## src/rtl/main_fifo_vc_demux.sv

```systemverilog
// Main FIFO read controller for the transmit path: pops words when both VC
// FIFOs have room and steers each word to VC0/VC1 by its MSB. Also provides
// the RESET/INIT/IDLE/ACTIVE state machine, a sticky overflow flag and
// per-VC forwarded-word counters.
module main_fifo_vc_demux #(
  parameter int data_width = 6,
  parameter int cnt_width  = 8
) (
  input  logic                  clk,
  input  logic                  reset,
  input  logic                  init,
  input  logic                  main_empty,
  input  logic [data_width-1:0] main_data,
  output logic                  main_rd_enable,
  input  logic                  vc0_almost_full,
  input  logic                  vc1_almost_full,
  input  logic                  vc0_full,
  input  logic                  vc1_full,
  output logic                  vc0_wr_enable,
  output logic                  vc1_wr_enable,
  output logic [data_width-1:0] vc0_data,
  output logic [data_width-1:0] vc1_data,
  output logic [1:0]            state,
  output logic                  idle,
  output logic                  active,
  output logic                  error,
  output logic [cnt_width-1:0]  vc0_count,
  output logic [cnt_width-1:0]  vc1_count
);

  typedef enum logic [1:0] {
    ST_RESET  = 2'd0,
    ST_INIT   = 2'd1,
    ST_IDLE   = 2'd2,
    ST_ACTIVE = 2'd3
  } state_t;

  state_t cur_state;
  state_t nxt_state;
  logic   rd_pend;
  logic   vc_sel;

  assign vc_sel = main_data[data_width-1];

  // State register with synchronous active-low reset
  always_ff @(posedge clk) begin
    if (!reset) begin
      cur_state <= ST_RESET;
    end else begin
      cur_state <= nxt_state;
    end
  end

  // Next-state logic; init low pulls every state but RESET back to INIT
  always_comb begin
    nxt_state = cur_state;
    case (cur_state)
      ST_RESET:  nxt_state = ST_INIT;
      ST_INIT:   nxt_state = init ? ST_IDLE : ST_INIT;
      ST_IDLE:   nxt_state = !init ? ST_INIT :
                             (!main_empty ? ST_ACTIVE : ST_IDLE);
      ST_ACTIVE: nxt_state = !init ? ST_INIT :
                             ((main_empty && !rd_pend && !vc0_wr_enable && !vc1_wr_enable)
                              ? ST_IDLE : ST_ACTIVE);
      default:   nxt_state = ST_RESET;
    endcase
  end

  // State decode and read issue; both VC flags gate the read because the
  // destination is unknown until the word arrives
  always_comb begin
    state          = cur_state;
    idle           = (cur_state == ST_IDLE);
    active         = (cur_state == ST_ACTIVE);
    main_rd_enable = ((cur_state == ST_IDLE) || (cur_state == ST_ACTIVE)) &&
                     init && !main_empty && !vc0_almost_full && !vc1_almost_full;
  end

  // Read pipeline, VC write steering, overflow flag and counters
  always_ff @(posedge clk) begin
    if (!reset || !init) begin
      rd_pend       <= 1'b0;
      error         <= 1'b0;
      vc0_wr_enable <= 1'b0;
      vc1_wr_enable <= 1'b0;
      vc0_data      <= '0;
      vc1_data      <= '0;
      vc0_count     <= '0;
      vc1_count     <= '0;
    end else begin
      rd_pend       <= main_rd_enable;
      vc0_wr_enable <= 1'b0;
      vc1_wr_enable <= 1'b0;
      if (rd_pend) begin
        if (vc_sel) begin
          if (vc1_full) begin
            error <= 1'b1;
          end else begin
            vc1_wr_enable <= 1'b1;
            vc1_data      <= main_data;
            vc1_count     <= vc1_count + cnt_width'(1);
          end
        end else begin
          if (vc0_full) begin
            error <= 1'b1;
          end else begin
            vc0_wr_enable <= 1'b1;
            vc0_data      <= main_data;
            vc0_count     <= vc0_count + cnt_width'(1);
          end
        end
      end
    end
  end

endmodule

```

## config.mk

```make
export PLATFORM = sky130hd
export DESIGN_NAME = main_fifo_vc_demux
export DESIGN_NICKNAME = d
export VERILOG_FILES = /design/src/rtl/main_fifo_vc_demux.sv
export SDC_FILE = /design/constraint.sdc
export NUM_CORES = 1
export LEC_CHECK = 0
export ABC_AREA = 1
export CAP_MARGIN = 20
export CORE_UTILIZATION = 40
export DETAILED_ROUTE_END_ITERATION = 8
export GPL_TIMING_DRIVEN = 0
export PLACE_DENSITY = 0.82
export SETUP_SLACK_MARGIN = 0.3
export SLEW_MARGIN = 10
export SYNTH_ARGS = -nofsm -noshare
export SYNTH_HDL_FRONTEND = slang
export SYNTH_SLANG_ARGS = --single-unit
```

## constraint.sdc

```tcl
create_clock -name clk -period 1.9 [get_ports clk]
set_input_delay 0.38 -clock clk [delete_from_list [all_inputs] [get_ports clk]]
set_output_delay 0.38 -clock clk [all_outputs]
set_load 0.01 [all_outputs]
```

==> results.sh <==
export IMPL_endpoint_kind="output pin"
export IMPL_synth_top_area_share_pct=45.79
export IMPL_area_growth_pct=40.76
export IMPL_hpwl_um=2257
export IMPL_maxCapViolations=0
export IMPL_fin_area_um2=2031
export IMPL_crit_path_max_fanout=2
export IMPL_initial_core_util_pct=42.56
export IMPL_die_x_um=62.06
export IMPL_critical_path_class="input port to output pin"
export IMPL_drt_iter0_drc=42
export IMPL_hold_path_class="register to register"
export IMPL_clock_latency_ns=0.33
export IMPL_worstSetupStartpointType="input port"
export IMPL_yosys_area_top_type="dfxtp_1"
export IMPL_hold_ws_ns=0.4815
export IMPL_nNetsFinal=270
export IMPL_coreArea_um2=3390
export IMPL_grt_pass1_vias=1090
export IMPL_wl_um=3107
export IMPL_met2_length_um=1406
export IMPL_fmax_mhz=645.5
export IMPL_cts_inserted_buffers=5
export IMPL_top_layer="met4"
export IMPL_cts_resized=40
export IMPL_status="complete, no violations"
export IMPL_synth_seq_cells=33
export IMPL_p_leak_nw=1.092
export IMPL_power_mw=1.155
export IMPL_cts_root_buf="clkbuf_4"
export IMPL_fin_skew_ns=0.003736
export IMPL_numPortBuffers=48
export IMPL_row_count=21
export IMPL_vias=1357
export IMPL_peakVddDrop_v=0.0002754
export IMPL_grt_pass1_wl_um=4919
export IMPL_critPathLaunch="main_empty"
export IMPL_clock_path_buffers=2
export IMPL_final_util_pct=59.91
export IMPL_grt_max_degree=11
export IMPL_hp_start="vc1_data[5]$_SDFFE_PP0P_"
export IMPL_cts_tree="done"
export IMPL_drc=0
export IMPL_hold_viol=0
export IMPL_p_per_area_nw_per_um2=568.7
export IMPL_yosysWarnings=0
export IMPL_grt_setup_unrepaired="true"
export IMPL_wl_per_cell_um=10.32
export IMPL_yosysSeqAreaShare_pct=45.79
export IMPL_post_route_period_util_pct=81.54
export IMPL_grt_usage_pct=17.89
export IMPL_vias_per_cell=4.508
export IMPL_place_ws_ns=-0.2414
export IMPL_critical_path_arrival_ns=1.17
export IMPL_syn_avg_cell_area_um2=7.249
export IMPL_diodes=0
export IMPL_post_cts_buffers=0
export IMPL_io_pins=50
export IMPL_worst_slack_ns=0.3507
export IMPL_firstDrtPassIters=2
export IMPL_placed_area_um2=1981
export IMPL_setup_viol=0
export IMPL_clkSlewWorstSetupHoldPaths_ns=0.10
export IMPL_final_antenna_net_count=0
export IMPL_synthCells=199
export IMPL_hold_buffers=0
export IMPL_grt_antenna_before_repair=0
export IMPL_r2r_start="rd_pend$_SDFF_PP0_"
export IMPL_htreeDepth=2
export IMPL_yosysUniqueCellTypes=22
export IMPL_dieHeight_um=62.06
export IMPL_cp_required_ns=1.52
export IMPL_netlist_top_cells_area="dfxtp_1 46%, nor2_1 12%, nand2_1 8.6%"
export IMPL_syn_cell_area_um2=1443
export IMPL_drive_above_1_share_pct=13.73
export IMPL_die_area_um2=3851
export IMPL_place_gp_congestion=0.7780
export IMPL_synthesis_nets=215
export IMPL_wl_met3_um=197
export IMPL_slew_violations=0
export IMPL_wl_met1_um=1463
export IMPL_overflow=0
export IMPL_cts_sinks=33
export IMPL_fin_crit_ns=1.549
## cells in the mapped netlist
cell	instances
buf_4	2
a21oi_1	7
ha_1	2
buf_6	1
o21ai_0	17
nand2_1	33
o31ai_1	1
nor2_2	2
o21a_1	1
nand3_4	1
nand4_1	4
inv_1	27
buf_2	1
nand3_1	10
clkinv_1	1
xor2_1	1
nor2_4	4
nand3_2	1
conb_1	1
dfxtp_1	33
nand2_2	2
nor2_1	47
## report_power, final
part	leakage [nW]	internal, mW	switching [mW]
combinational	0.789	0.0412	0.0394
sequential	0.272	0.695	0.00294
clock	0.0320	0.141	0.236
## layer usage
layer,vias up,GRT usage (%)
met5,-,0
met4,0,6.667
met3,7,6.625
met2,34,29.03
met1,586,21.61
li1,730,-
## through the flow
stage	TNS (ns)	std cells
after floorplan	0	199
after global placement	-0.2087	293
after detailed placement	-0.2414	293
after CTS	0	301
after global routing	0	301
final	0	301
## logic make-up after synthesis
group | count (synthesis) | share of synthesized area, %
other | 1 | 0.2599
adders and majority gates | 2 | 1.734
and+or+nand+nor | 104 | 32.78
buffers and inverters | 32 | 9.453
DFF | 33 | 45.79
xor gates and xnor gates | 1 | 0.6072
AOI/OAI and AO/OA | 26 | 9.367
## path summary, 6_finish.rpt
kind                                    end  slack [ns]  cells after the start
setup reg to reg  vc1_count[0]$_SDFFE_PP0P_        0.66                      5
hold / removal     vc1_data[5]$_SDFFE_PP0P_        0.48                      2
hold reg to reg    vc1_data[5]$_SDFFE_PP0P_        0.48                      2
setup / recovery             main_rd_enable        0.35                      5
## critical path, cell delays in order
cell and delay (ns):
clkdlybuf4s50_1 0.44, nor2_2 0.11, nand2_1 0.07, inv_1 0.05, clkbuf_2 0.12
## area by class of cell
cell class	instances	area, um2
fillers	325	1359
clock buffers	6	41.29
clock inverters	2	10.01
repair buffers	48	461.7
multi-input cells	134	648.1
plain buffers	4	31.28
well taps	46	57.56
flip-flops and latches	33	675.6
inverters	28	105.1
## registers in the layout (all words and copies together), names as in the netlist
| signal | count |
|---|---|
| vc0_data | 5 |
| vc1_count | 8 |
| error | 1 |
| vc0_count | 8 |
| vc1_data | 6 |
| state | 2 |
| rd_pend | 1 |
| vc0_wr_enable | 1 |
| vc1_wr_enable | 1 |
## cell usage in the layout (no fill, tap or decap), drive strengths merged
cell type / synthesis / final
clkdlybuf4s50: 0 / 12
nand3: 12 / 12
dlygate4sd2: 0 / 27
xor2: 1 / 1
clkbuf: 0 / 7
o21ai: 17 / 17
o21a: 1 / 1
dfxtp: 33 / 33
conb: 1 / 1
buf: 4 / 4
nand2: 35 / 35
inv: 27 / 27
a21oi: 7 / 7
ha: 2 / 2
nand4: 4 / 4
nor2: 53 / 53
dlymetal6s2s: 0 / 8
o31ai: 1 / 1
clkinv: 1 / 3
No activity file was read; power rests on OpenSTA's default activity.
